[src/rtl/square_table_dumper_if.sv]
// Byte-stream channel from the square table dumper to its sink.
// The master drives data/valid, the slave answers with ready.
interface square_table_dumper_if;
  logic [7:0] out_data;
  logic       out_valid;
  logic       out_ready;

  modport master (
    output out_data,
    output out_valid,
    input  out_ready
  );

  modport slave (
    input  out_data,
    input  out_valid,
    output out_ready
  );
endinterface

[src/rtl/square_table_dumper.sv]
// Fills a table with index^2 on a start pulse, then streams every entry
// out MSB byte first over a valid/ready channel.
module square_table_dumper #(
  parameter int VAL_W = 6,
  parameter int DEPTH = 64,
  parameter int BYTES = 2
) (
  input  logic                     clk,
  input  logic                     reset,
  input  logic                     start,
  output logic                     busy,
  output logic                     done,
  output logic [VAL_W-1:0]         fill_idx,
  square_table_dumper_if.master    stream
);

  localparam int ENTRY_W = 8 * BYTES;
  localparam int BYTE_W  = (BYTES > 1) ? $clog2(BYTES) : 1;
  localparam int ADDR_W  = (DEPTH > 1) ? $clog2(DEPTH) : 1;
  localparam logic [VAL_W-1:0]  LAST_IDX  = VAL_W'(DEPTH - 1);
  localparam logic [BYTE_W-1:0] LAST_BYTE = BYTE_W'(BYTES - 1);

  typedef enum logic [1:0] {
    IDLE,
    FILL,
    DRAIN,
    DONE
  } state_t;

  state_t              state_reg;
  logic [VAL_W-1:0]    wr_idx_reg;
  logic [VAL_W-1:0]    rd_idx_reg;
  logic [BYTE_W-1:0]   byte_idx_reg;
  logic                busy_reg;
  logic                done_reg;
  logic                out_valid_reg;

  logic [ENTRY_W-1:0]  table_mem [DEPTH];
  logic [ENTRY_W-1:0]  rd_word_reg;
  logic [ENTRY_W-1:0]  wr_word;
  logic [2*VAL_W-1:0]  square;
  logic [ADDR_W-1:0]   rd_addr_next;
  logic [7:0]          entry_bytes [BYTES];
  logic [BYTE_W-1:0]   byte_sel;
  logic                wr_en;
  logic                transfer;
  logic                byte_wrap;

  assign square    = {{VAL_W{1'b0}}, wr_idx_reg} * {{VAL_W{1'b0}}, wr_idx_reg};
  assign wr_word   = ENTRY_W'(square);
  assign wr_en     = (state_reg == FILL);
  assign transfer  = out_valid_reg & stream.out_ready;
  assign byte_wrap = (byte_idx_reg == LAST_BYTE);

  // The read address runs one step ahead so rd_word_reg always holds
  // table[rd_idx_reg]; it parks on entry 0 outside DRAIN.
  always_comb begin
    rd_addr_next = '0;
    if (state_reg == DRAIN) begin
      rd_addr_next = rd_idx_reg[ADDR_W-1:0];
      if (transfer && byte_wrap) begin
        rd_addr_next = rd_idx_reg[ADDR_W-1:0] + ADDR_W'(1);
      end
    end
  end

  // With a single entry, entry 0 is written on the same edge it must be
  // read, so that one case forwards the write data.
  always_ff @(posedge clk) begin
    if (wr_en) begin
      table_mem[wr_idx_reg[ADDR_W-1:0]] <= wr_word;
    end
    if ((DEPTH == 1) && wr_en) begin
      rd_word_reg <= wr_word;
    end else begin
      rd_word_reg <= table_mem[rd_addr_next];
    end
  end

  always_ff @(posedge clk or posedge reset) begin
    if (reset) begin
      state_reg     <= IDLE;
      wr_idx_reg    <= '0;
      rd_idx_reg    <= '0;
      byte_idx_reg  <= '0;
      busy_reg      <= 1'b0;
      done_reg      <= 1'b0;
      out_valid_reg <= 1'b0;
    end else begin
      case (state_reg)
        IDLE: begin
          done_reg <= 1'b0;
          if (start) begin
            state_reg  <= FILL;
            busy_reg   <= 1'b1;
            wr_idx_reg <= '0;
          end
        end
        FILL: begin
          // Terminate on the compare so a full 2**VAL_W table never wraps.
          if (wr_idx_reg == LAST_IDX) begin
            state_reg     <= DRAIN;
            wr_idx_reg    <= '0;
            rd_idx_reg    <= '0;
            byte_idx_reg  <= '0;
            out_valid_reg <= 1'b1;
          end else begin
            wr_idx_reg <= wr_idx_reg + VAL_W'(1);
          end
        end
        DRAIN: begin
          if (transfer) begin
            if (byte_wrap) begin
              byte_idx_reg <= '0;
              if (rd_idx_reg == LAST_IDX) begin
                state_reg     <= DONE;
                busy_reg      <= 1'b0;
                out_valid_reg <= 1'b0;
                done_reg      <= 1'b1;
                rd_idx_reg    <= '0;
              end else begin
                rd_idx_reg <= rd_idx_reg + VAL_W'(1);
              end
            end else begin
              byte_idx_reg <= byte_idx_reg + BYTE_W'(1);
            end
          end
        end
        DONE: begin
          done_reg  <= 1'b0;
          state_reg <= IDLE;
        end
        default: state_reg <= IDLE;
      endcase
    end
  end

  generate
    for (genvar gi = 0; gi < BYTES; gi++) begin : g_entry_bytes
      assign entry_bytes[gi] = rd_word_reg[8*gi +: 8];
    end
  endgenerate

  assign byte_sel         = LAST_BYTE - byte_idx_reg;
  assign stream.out_data  = out_valid_reg ? entry_bytes[byte_sel] : 8'h00;
  assign stream.out_valid = out_valid_reg;
  assign busy             = busy_reg;
  assign done             = done_reg;
  assign fill_idx         = wr_idx_reg;

endmodule

[src/flat_wrapper.sv]
// flat-port wrapper written by rule: the top's interface ports become plain ports
module square_table_dumper_flat 
#(
  parameter int VAL_W = 6,
  parameter int DEPTH = 64,
  parameter int BYTES = 2
)
  (clk, reset, start, busy, done, fill_idx, stream_out_data, stream_out_valid, stream_out_ready);
  square_table_dumper_if stream_i ();
  input  logic clk;
  input  logic reset;
  input  logic start;
  output logic busy;
  output logic done;
  output logic [VAL_W-1:0] fill_idx;
  output wire logic [$bits(stream_i.out_data)-1:0] stream_out_data;
  output wire logic [$bits(stream_i.out_valid)-1:0] stream_out_valid;
  input wire logic [$bits(stream_i.out_ready)-1:0] stream_out_ready;
  assign stream_out_data = stream_i.out_data;
  assign stream_out_valid = stream_i.out_valid;
  assign stream_i.out_ready = stream_out_ready;
  square_table_dumper #(.VAL_W(VAL_W), .DEPTH(DEPTH), .BYTES(BYTES)) u_core (.clk(clk), .reset(reset), .start(start), .busy(busy), .done(done), .fill_idx(fill_idx), .stream(stream_i));
endmodule
[config.mk]
export PLATFORM = sky130hd
export DESIGN_NAME = square_table_dumper_flat
export DESIGN_NICKNAME = d
export VERILOG_FILES = /design/src/rtl/square_table_dumper_if.sv /design/src/rtl/square_table_dumper.sv /design/src/flat_wrapper.sv
export SDC_FILE = /design/constraint.sdc
export NUM_CORES = 1
export LEC_CHECK = 0
export BUFFER_PORTS_ARGS = -buffer_cell sky130_fd_sc_hd__buf_2
export CAP_MARGIN = 40
export CORE_MARGIN = 1.5
export CORE_UTILIZATION = 40
export DETAILED_ROUTE_END_ITERATION = 7
export PLACE_DENSITY = 0.52
export RECOVER_POWER = 25
export SLEW_MARGIN = 20
export SYNTH_ARGS = -nofsm -noshare
export SYNTH_HDL_FRONTEND = slang
export SYNTH_SLANG_ARGS = --single-unit
[constraint.sdc]
create_clock -name clk -period 8.7 [get_ports clk]
set_input_delay 1.74 -clock clk [delete_from_list [all_inputs] [get_ports clk]]
set_output_delay 1.74 -clock clk [all_outputs]
set_load 0.05 [all_outputs]
---- Word-level counts from Yosys, hierarchy flattened ----
Memories as Yosys holds them, arrays and structs flattened. A register that Yosys moved wholly into a read port is not among the register bits.
Index checks and enable logic that the tools add are counted.
operators by class
  bitwise gates (word level) .............. 2
  reductions and logical operators ........ 14
  $mul .................................... 1
  muxes and demuxes ....................... 37
  eq/ne operators ......................... 10
  add/subtract/negate cells ............... 4
  magnitude comparators ................... 1
operator list
  cell                                            count
  two-way mux 6 bit                               8
  two-way mux 8 bit                               4
  case mux 6 bit (2 select lines)                 2
  AND reduction 5 bit                             3
  two-way mux 1 bit                               13
  adder 6 x 1 -> 6 bit (second input constant)    2
  == test 6 bit (second input constant)           2
  multiplier 6 x 6 -> 12 bit                      1
  two-way mux 2 bit                               5
  case mux 1 bit (2 select lines)                 4
  case mux 2 bit (4 select lines)                 1
  AND reduction 4 bit                             2
  nonzero test 2 bit                              4
  != test 2 bit (second input constant)           3
  == test 2 bit (second input constant)           2
  != test 2 x 1 -> 1 bit (second input constant)  2
  AND reduction 3 bit                             1
  == test 2 x 1 -> 1 bit (second input constant)  1
  >= comparator 2 bit (second input constant)     1
  zero test 2 bit                                 1
  NOT 1 -> 2 bit                                  1
  AND reduction 2 bit                             1
  OR reduction 2 bit                              1
  adder 1 bit (second input constant)             1
  3 further kinds                                 3
storage, ports and cells
  memories ................................ 1
  bits of input ports ..................... 4
  flip-flop bits (word level) ............. 34
  RAM bits ................................ 768
  word-level logic and storage cells ...... 78
memory list
  memory            words  width  rd ports  clocked after Yosys merged registers in  wr ports  RTL line                   source
  u_core.table_mem  64     12     1         1                                        1         square_table_dumper.sv:38  logic [ENTRY_W-1:0] table_mem [DEPTH];

---- Depth between registers and ports, before layout ----
Gate-level depths: netlist of the first run.
  word-level depth ........................ 6
  depth in mapped cells ................... 18
  depth with buffers taken out ............ 17

---- Worst setup path before layout of the first run ----
No wires, ideal clock.
  path type ............................... register to register
  start ................................... reg u_core.wr_idx_reg[0], in the netlist u_core.fill_idx[0]
  end ..................................... mem u_core.table_mem[0][11] in the netlist's numbering (data pin)
  data required time ...................... 8132 ps
  path slack .............................. 2197 ps
  library setup time ...................... 568 ps
  buffers on the path ..................... 1
  stages on the path, launching flop included .. 16
  period minus slack after synthesis ...... 6503 ps
  arrival ................................. 5935 ps
  path through ............................ dfrtp_1 -> clkbuf_1 -> and2_1 -> fa_1 -> inv_1 -> fa_1 -> fa_1 -> inv_1 -> ha_1 -> a21oi_1 -> nor2_1 -> nor2_1 -> o21bai_1 -> a21oi_1 -> o21ai_0 -> xnor2_1
on the way
  cells in the longest elaborated chain, start to end .. 1
ends and longest elaborated chain
  what                        RTL line                    source
  from (decl)                 square_table_dumper.sv:31   logic [VAL_W-1:0] wr_idx_reg;
  from (signal assigned)      square_table_dumper.sv:108  wr_idx_reg <= wr_idx_reg + VAL_W'(1);
  multiplier 6 x 6 -> 12 bit  square_table_dumper.sv:49   assign square = {{VAL_W{1'b0}}, wr_idx_reg} * {{VAL_W{1'b0}}, wr_idx_reg};
  via u_core.square[11]       square_table_dumper.sv:41   logic [2*VAL_W-1:0] square;
  to (decl)                   square_table_dumper.sv:38
The timed path passes the listed nets, and every way through them passes these cells.

---- Worst setup path after layout of the first run ----
  start ................................... reg u_core.wr_idx_reg[0], in the netlist u_core.fill_idx[0]
  end ..................................... mem u_core.table_mem[20][10] in the netlist's numbering (data pin)
Same word-level chain as after synthesis.

==> results of run 1 <==
cell usage after synthesis, types with 2 or more instances:
| master | count |
|---|---|
| o31a_1 | 2 |
| nor2_1 | 78 |
| a32oi_1 | 56 |
| a31o_1 | 9 |
| o21ai_0 | 17 |
| nand4_1 | 56 |
| o21ai_1 | 2 |
| and3_1 | 27 |
| o22a_1 | 11 |
| o41ai_1 | 2 |
| o21a_1 | 5 |
| o22ai_1 | 22 |
| and2_1 | 9 |
| buf_4 | 14 |
| inv_1 | 30 |
| nand3_1 | 131 |
| xnor2_1 | 7 |
| mux2i_1 | 130 |
| buf_2 | 75 |
| o21bai_1 | 3 |
| o211a_1 | 2 |
| nor4_4 | 2 |
| a31oi_1 | 46 |
| clkbuf_1 | 35 |
| or3_1 | 4 |
| dfrtp_1 | 18 |
| o211ai_2 | 9 |
| nand2b_1 | 3 |
| a22o_1 | 2 |
| nor3_2 | 3 |
| nor2b_1 | 10 |
| mux2_2 | 4 |
| o211ai_1 | 3 |
| nand2_1 | 535 |
| nor3_1 | 6 |
| a31o_2 | 2 |
| a41oi_1 | 10 |
| ha_1 | 20 |
| dfxtp_1 | 11 |
| xor2_1 | 4 |
| edfxtp_1 | 704 |
| a21oi_1 | 15 |
| buf_6 | 4 |
| fa_1 | 8 |
placed cells by master, fill, tap and decap left out, drive strengths merged, types with 12 or more instances in the layout:
cell type  netlist  layout
o22ai           22      22
o21ai           19      19
nand2          535     535
inv             30      32
nand4           56      56
nor2            78      78
mux2i          131     131
buf             94      90
o211ai          12      12
clkbuf          35     125
ha              20      20
clkinv           1      21
dfrtp           18      18
and3            27      27
a32oi           56      56
nand3          131     131
edfxtp         704     704
a21oi           16      16
a31oi           46      46
path summary, 6_finish.rpt:
path | slack (ps) | to | from | cells past startpoint
min in group asynchronous | 1240 | u_core.fill_idx[4] | reset | 2
worst min-delay path | 550 | u_core.done | u_core.done | 2
worst max register to register | 2680 | u_core.table_mem[20][10] | u_core.fill_idx[0] | 16
worst max-delay path | 2680 | u_core.table_mem[20][10] | u_core.fill_idx[0] | 16
worst min register to register | 550 | u_core.done | u_core.done | 2
max in group asynchronous | 6940 | u_core.fill_idx[0] | reset | 2
cell families after synthesis:
family	count (synthesis)	share of synthesized area
buffers and inverters	160	0.0259
muxes	136	0.0462
and+or+nand+nor	868	0.126
xor gates and xnor gates	11	0.00322
AOI/OAI and AO/OA	224	0.0564
DFF	733	0.728
adders and majority gates	28	0.0137
per-layer routing:
metal  share of wire  routed length (um)  track usage
met3           0.056                4360       0.0256
met4           0.032                2460       0.0779
met5               0                   0            0
met2            0.47               36300        0.322
met1            0.44               34300        0.283
final cells by class:
class | count | area [um2] | share of cell area
timing repair buffer | 104 | 806 | 0.0237
clock buffer | 111 | 2200 | 0.0646
inverter | 31 | 116 | 0.00342
multi-input combinational | 1267 | 7510 | 0.221
clock inverter | 32 | 394 | 0.0116
tap | 969 | 1210 | 0.0356
sequential | 733 | 21800 | 0.640
power breakdown:
| group | internal, mW | switching, mW | leakage (nW) |
|---|---|---|---|
| sequential | 3.81 | 0.00446 | 6.75 |
| combinational | 0.0869 | 0.178 | 3.80 |
| clock | 2.03 | 1.33 | 1.26 |
| total | 5.93 | 1.51 | 11.8 |
worst max-delay path, stage by stage (launching register included):
cell and delay [ps]:
dfrtp_2 330, clkbuf_1 1210, buf_12 340, and2_1 220, fa_1 430, inv_1 90, fa_1 410, fa_1 490
inv_1 50, ha_1 360, a31oi_1 310, o21bai_1 100, a21oi_1 300, o21bai_1 110, a21oi_1 250, xnor2_2 130
buf_4 520
==> impl_results.md, run 1 <==
- Clk sink count: 733
- Final net count: 2247
- Final wirelength: 77400 um
- Maximum vdd drop: ~0.14 mV
- Synth area leader: edfxtp_1
- Rows: 100
- Root buf cell: clkbuf_16
- Setup violations, final: 0
- Share of layout cells above drive strength 1: 0.109
- Syn avg cell area: ~14 um2
- Global-route wire length before repair: 116000 um
- Failing checks: max-capacitance violations, max-slew violations
- Final Critical Period: 6020 ps
- Post-DR vias/cell: 5.49
- CTS tree: built
- Worst-path fanout max: 64
- Worst Max-Slew Pin Slew: 3470 ps
- Antenna cells: 0
- Placement Setup Slack: 3470 ps
- Power, Total: 7.44 mW
- Clock latency on the worst-skew pair: about 620 ps
- Worst Setup End Kind: flop
- Ys flop type: edfxtp_1
- Port-buffer cells: 20
- Pin count of the biggest net entering global routing: 126
- P per Cell Area: 218 nW/um2
- Gr usage total: 0.202
- Main area contributors after synthesis: edfxtp_1 71%, nand2_1 6.7%, mux2i_1 4.3%, nand3_1 2.2%, a32oi_1 1.6%
- Max Clock Skew: 20.7 ps
- # IOs: 21
- Status: complete, but fails checks
- Critical path launch point type: flop
- FILL cells: 6649
- DRC: 0
- Total CTS buffers: 78
- Worst-path clk slew: 60 ps
- Chip width: between 200 and 300 um
- Final worst path period share: 0.692
- Clock Path Buffers: 3
- Vias in the first global route: between 15000 and 20000
- Post-place instance area: 31500 um2
- H-tree levels: 3
- Synthesized flop and latch total: ~730
- Area share of the largest cell type after synthesis: 0.706
- Die ar.: 76500 um2
- Hold_ws: 551 ps
- Placed cell count: 3101
- Hold crit path type: reg2reg
- Req. time, crit path: 9030 ps
- Final Instance Area: between 30000 and 40000 um2
- Max_slew headroom: -1.31
- Area of the core: 74300 um2
- Final core occ: 0.458
- Final Wtd Congestion: 0.830
- 1st-iter DRT viols: 1707
- Final Max Tran Viols: 165
- Resized Gates After CTS: 0
- DP Wirelength: 46200 um
- Routed len/inst: 23.8 um
- Final hold violation count: 0
- Setup Buffers After CTS: 0
- Post-route setup TNS: 0 ps
- First-pass iteration count of the detailed router: 5
- Via count: 17820
- Max Freq: roughly 170 MHz
- Syn Nets: 2192
- WP data arrival: 6340 ps
- Critical path class: reg2reg
- Total grt overflow: 0
- Setup slack after layout: 2680 ps
- Mapped Area: 29900 um2
- P_leak: between 10 and 15 nW
- Number of flip-flops in the largest register: 704
- Cells after Synth: 2160
- Die height: ~280 um
- Post-route ant nets: 0
- Max-cap violations: 3
- Layout area overhead: 13.7%
- Post-synth EDFFs: 704
- Layout Cells excl Fill: 3247
- Sequential element share of the synthesized area: 0.728
- Unrepaired setup endpoints after global routing: no
- Initial Util: 0.403
- Synthesis Warnings: 0
- Initial antenna violation count: 1
- Yosys cell types: 58
- Hold buffer count at CTS: 0
- Ys async rst share: 0.0246
(Power assumes the default switching activity.)
==> run 2: changes to the inputs <==
ABC_AREA = 1   (was not set)
clock period = 5.8 ns   (was 8.7 ns; I/O delays follow)
==> impl_results.md, run 2 <==
- Setup violations, final: 0
- Final hold violation count: 0
- Status: complete, but fails checks
- Sw power: 4.31 mW
- Vias in the first global route: 21239
- Post-synth EDFFs: 704
- Placement Setup Slack: 656 ps
- Sequential element share of the synthesized area: 0.664
- Global-route wire length before repair: 138000 um
- P_leak: roughly 14 nW
- Chip width: 290 um
- Slowest cell on the critical path: dfrtp_1
- Area share of the largest cell type after synthesis: 0.643
- Synthesis Warnings: 0
- Layout area overhead: 13.3%
- Final net count: 3060
- P per Cell Area: 379 nW/um2
- H-tree levels: 3
- Total grt overflow: 0
- Clock Path Buffers: 3
- Internal cell power: around 9.8 mW
- Port-buffer cells: 20
- Unrepaired setup endpoints after global routing: no
- Maximum vdd drop: around 0.30 mV
- Syn avg cell area: 10.9 um2
- Worst Max-Slew Pin Slew: 3110 ps
- Final Critical Period: roughly 5200 ps
- Max_slew headroom: -1.08
- Final wirelength: a little over 90000 um
- Setup slack after layout: 635 ps
- Power, Total: 14.1 mW
- Post-DR vias/cell: 5.31
- Rows: 104
- Initial Util: 0.406
- FILL cells: about 7400
- Cells after Synth: 3008
- Top cells by count, synth: 704 x edfxtp_1, 650 x nand3_1, 528 x nand2_1
- Layout Cells excl Fill: 4149
- Hold path depth: 2
- Total CTS buffers: between 80 and 90
- Final Max Tran Viols: 114
- Ys async rst share: 0.0246
- Yosys cell types: 34
- Bufs and invs on worst path: 5
- DP Wirelength: about 54000 um
- Ys flop type: edfxtp_1
- Req. time, crit path: just over 6000 ps
- Critical path class: reg2reg
- Most common cell after layout, fill and taps aside: edfxtp_1
- CP delay by family, top: adder cells
- Placed cell count: 4002
- Synth area leader: edfxtp_1
- Share of layout cells above drive strength 1: 0.0813
- Switching Fraction: 0.306
- Initial antenna violation count: 3
- Clock share of power: 0.363
- Clk sink count: approximately 730
- Main area contributors after synthesis: edfxtp_1 64%, nand3_1 9.9%, nand2_1 6.0%, nand3b_1 6.0%, inv_1 4.8%
- Crit-path most repeated cell: inv_1
- Most frequent cells in the layout: 704 x edfxtp_1, 649 x nand3_1, 528 x nand2_1
- First-pass iteration count of the detailed router: 6
- Pin count of the biggest net entering global routing: 145
- Critical path launch point type: flop
- Worst-path fanout max: 64
- DRC: 0
- 1st-iter DRT viols: 2184
- Syn Nets: 3040
- Die height: 290 um
- Final Wtd Congestion: 0.862
- Worst Setup End Kind: flop
- Root buf cell: clkbuf_16
- Crit path depth: 17
- Max Freq: 194 MHz
- Clock latency on the worst-skew pair: about 630 ps
- Worst-path clk slew: 60 ps
- Gr usage total: 0.224
- CTS tree: built
- Max-cap violations: 3
- R2R cell count: 17
- Failing checks: max-capacitance violations, max-slew violations
- Top-count cell post-synth: edfxtp_1
- Setup Buffers After CTS: 0
- Final worst path period share: 0.890
- WP data arrival: 5470 ps
- Die ar.: 83900 um2
- Hold crit path type: reg2reg
- Antenna cells: 0
- Sequential cell fraction of total power: 0.433
- Post-route setup TNS: 0 ps
- Synthesized flop and latch total: 733
- # IOs: 21
- Routed len/inst: around 22 um
- Area of the core: around 80000 um2
- Number of flip-flops in the largest register: between 700 and 800
- Mapped Area: 32900 um2
- Resized Gates After CTS: 0
- Via count: approximately 22000
- Max incr delay on CP: roughly 690 ps
- Max Clock Skew: 29.1 ps
- Post-route ant nets: 0
- Hold buffer count at CTS: 0
- Combinational Power Share: 0.205
- Worst path cell trace: clkinv_1 -> fa_1 -> inv_1 -> ha_1 -> inv_1 -> fa_1 -> inv_1 -> ha_1 -> nand3_1 -> nand3_1 -> a21oi_1 -> o21bai_1 -> nand2_1 -> nand2_1 -> a21oi_1 -> xor2_4 -> buf_4
-- run 2: cell types whose count changed after synthesis, moves of 27 or more --
cell,change
a31oi_1,-46
a32oi_1,-56
and3_1,-27
buf_1,+38
clkbuf_1,+36
inv_1,+387
mux2i_1,-130
nand3_1,+519
nand3b_1,+264
nand4_1,-49
o21ai_1,+28
-- run 2: metal layers --
layer / part of all wire / routed length, um / up-vias / global-route usage
met4: 0.031 / 2920 / 6 / 0.0806
li1: - / - / 10333 / -
met3: 0.074 / 6920 / 133 / 0.0519
met5: 0.0015 / 138 / - / 0.00909
met1: 0.44 / 40500 / 10810 / 0.308
met2: 0.46 / 42600 / 757 / 0.346
-- run 2: power by group through the flow --
stage	Sequential [mW]	Combinational, mW	Clock, mW
2_1_floorplan	6.23	1.89	0
3_3_place_gp	6.20	2.86	0
3_5_place_dp	6.20	2.91	0
4_1_cts	6.09	2.92	5.21
5_1_grt	6.11	3.18	5.39
6_report	6.11	2.89	5.11
-- run 2: path summary, 6_finish.rpt --
check | endpoint | from | slack [ps]
min in group asynchronous | u_core.busy | reset | 660
worst min-delay path | u_core.busy | u_core.busy | 500
max in group asynchronous | u_core.fill_idx[0] | reset | 4570
worst max register to register | u_core.table_mem[54][11] | u_core.fill_idx[2] | 640
worst max-delay path | u_core.table_mem[54][11] | u_core.fill_idx[2] | 640
worst min register to register | u_core.busy | u_core.busy | 500
-- run 2: layout make-up --
class / instances / area (um2) / area share
flip-flops and latches: 733 / 21800 / 0.586
inverters: 424 / 1600 / 0.0429
clock inverters: 46 / 428 / 0.0115
clock buffers: 99 / 2190 / 0.0588
well taps: 1060 / 1330 / 0.0356
repair buffers: 122 / 963 / 0.0259
multi-input cells: 1665 / 8910 / 0.239
-- run 2: cells by family (layout without fill, tap and decap cells) --
| group | Yosys count | after routing | synth area share |
|---|---|---|---|
| DFF | 733 | 733 | 0.664 |
| adders and majority gates | 28 | 28 | 0.0125 |
| AOI/OAI and AO/OA | 86 | 86 | 0.0143 |
| buffers and inverters | 610 | 691 | 0.0733 |
| and+or+nand+nor | 1537 | 1537 | 0.232 |
| xor gates and xnor gates | 14 | 14 | 0.00373 |
-- run 2: per-stage QoR --
| stage | area (um2) | util | hold slack (ps) |
|---|---|---|---|
| finish | 37200 | 0.460 | 501 |
| global route | 37200 | 0.460 | 533 |
| CTS | 37300 | 0.461 | 503 |
| detailed placement | 34700 | 0.429 | 482 |
| global placement | 34400 | 0.425 | 470 |
| floorplan | 32900 | - | 478 |
-- run 2: worst min-delay path, delay by kind of cell, from the launching register on --
| family | cells | cell delay [ps] |
|---|---|---|
| flops | 1 | 350 |
| compound gates | 1 | 70 |
| simple gates | 1 | 50 |
==> run 3: changes to the inputs <==
ABC_AREA = not set   (was 1)
MAX_ROUTING_LAYER = met4   (was not set)
==> impl_results.md, run 3 (synthesis gave the netlist of run 1 again) <==
- Placed cell count: 3132
- Layout Cells excl Fill: 3274
- Pin count of the biggest net entering global routing: 140
- Most frequent cells in the layout: 704 x edfxtp_1, 535 x nand2_1, 131 x nand3_1
- Post-DR vias/cell: around 5.5
- CP delay by family, top: buffers and inverters
- Switching Fraction: 0.215
- 1st-iter DRT viols: 1597
- Reg2Reg Setup Slack: 680 ps
- Setup Buffers After CTS: 0
- Resized Gates After CTS: 0
- Final hold violation count: 0
- Worst-path fanout max: 44
- Critical path class: reg2reg
- Worst path cell trace: clkbuf_1 -> nand2_1 -> fa_1 -> inv_1 -> ha_1 -> a21oi_1 -> nor2_1 -> nor2_1 -> o21bai_1 -> a21oi_1 -> xnor2_4 -> buf_4
- Worst Setup End Kind: flop
- Max incr delay on CP: 1550 ps
- Req. time, crit path: 6190 ps
- Most common cell after layout, fill and taps aside: edfxtp_1
- R2R Path End: u_core.table_mem[14][9]
- Critical path launch point type: flop
- Die height: 277 um
- Layout area overhead: 14.6%
- Total CTS buffers: 79
- Root buf cell: clkbuf_16
- Final Max Tran Viols: 175
- Port-buffer cells: 20
- Sw power: 2.35 mW
- Setup violations, final: 0
- Total grt overflow: 0
- Post-route setup TNS: 0 ps
- Vias in the first global route: 17775
- Die ar.: 76500 um2
- Sequential cell fraction of total power: 0.523
- Max_slew headroom: -1.34
- Final Critical Period: 5120 ps
- First-pass iteration count of the detailed router: 5
- Rows: 100
- Final net count: 2279
- Post-route ant nets: 0
- Slowest cell on the critical path: clkbuf_1
- Area of the core: 74300 um2
- Routed len/inst: 24.4 um
- Worst Max-Slew Pin Slew: 3500 ps
- Via count: 17894
- WP data arrival: 5510 ps
- Final worst path period share: 0.884
- Maximum vdd drop: 0.232 mV
- Bufs and invs on worst path: 3
- P_leak: between 10 and 15 nW
- # IOs: 21
- Clock latency on the worst-skew pair: 640 ps
- P per Cell Area: 319 nW/um2
- Status: complete, but fails checks
- R2R Path Start: u_core.fill_idx[0]
- Global-route wire length before repair: ~120000 um
- CP Launch Point: u_core.fill_idx[0]
- Max-cap violations: 4
- Number of flip-flops in the largest register: between 700 and 800
- Hold crit path type: in2async
- Final Wtd Congestion: approximately 0.85
- Internal cell power: 8.59 mW
- H-tree levels: 3
- Clock share of power: 0.440
- Failing checks: max-capacitance violations, max-slew violations
- R2R cell count: 12
- Clk sink count: 733
- CTS tree: built
- Clock Path Buffers: 3
- Worst-path clk slew: 60 ps
- Worst setup endpoint: u_core.table_mem[14][9]
- DP Wirelength: 47900 um
- Initial antenna violation count: 1
- Final wirelength: 79900 um
- Combinational Power Share: 0.037
- Unrepaired setup endpoints after global routing: no
- Hold buffer count at CTS: 0
- DRC: 0
- Crit path depth: 12
- Max Freq: about 200 MHz
- Chip width: 277 um
- Gr usage total: 0.215
- Max Clock Skew: approximately 38 ps
- Share of layout cells above drive strength 1: 0.112
- Initial Util: 0.403
==> run 3: metrics by stage <==
stage                      util  instance area, um2  setup slack [ps]  hold WS (ps)  power (mW)
after CTS                 0.462               34400               744           535        11.1
final                     0.461               34300               675           453        10.9
after global placement    0.425               31600               683           514        6.23
after detailed placement  0.429               31900               775           520        6.24
after global routing      0.461               34300               222           452        11.3
after floorplan               -               30000              63.1           493        6.14
==> run 3: cell type report <==
cell class                      instances  area, um2
Clock inverter                         42        423
Antenna cell                            2       5.00
Sequential cell                       733      21800
Timing Repair Buffer                  135       1140
Tap cell                              969       1210
Fill cell                            6632      40000
Multi-Input combinational cell       1267       7550
Inverter                               31        116
Clock buffer                           95       2040
==> run 3: worst min-delay path by stage <==
stage | to | slack (ps) | depth (start not counted)
after CTS | u_core.done | 530 | 2
after floorplan | u_core.rd_idx_reg[5] | 490 | 1
after global routing | u_core.rd_idx_reg[5] | 450 | 2
final | u_core.rd_idx_reg[0] | 450 | 2
after detailed placement | u_core.done | 520 | 2
after global placement | u_core.done | 510 | 2
==> run 3: power groups by stage <==
| stage | logic, mW | registers (mW) | clock network [mW] |
|---|---|---|---|
| 2_1_floorplan | 0.310 | 5.83 | 0 |
| 3_3_place_gp | 0.398 | 5.83 | 0 |
| 3_5_place_dp | 0.407 | 5.83 | 0 |
| 4_1_cts | 0.408 | 5.72 | 4.93 |
| 5_1_grt | 0.445 | 5.72 | 5.12 |
| 6_report | 0.403 | 5.72 | 4.81 |
==> run 3: layer usage <==
metal  up-vias  part of all wire  track usage
li1       8229                 -            -
met1      9079              0.45        0.295
met2       479              0.47        0.329
met3       107             0.060       0.0370
met4         0             0.025       0.0650
met5         -                 0            -
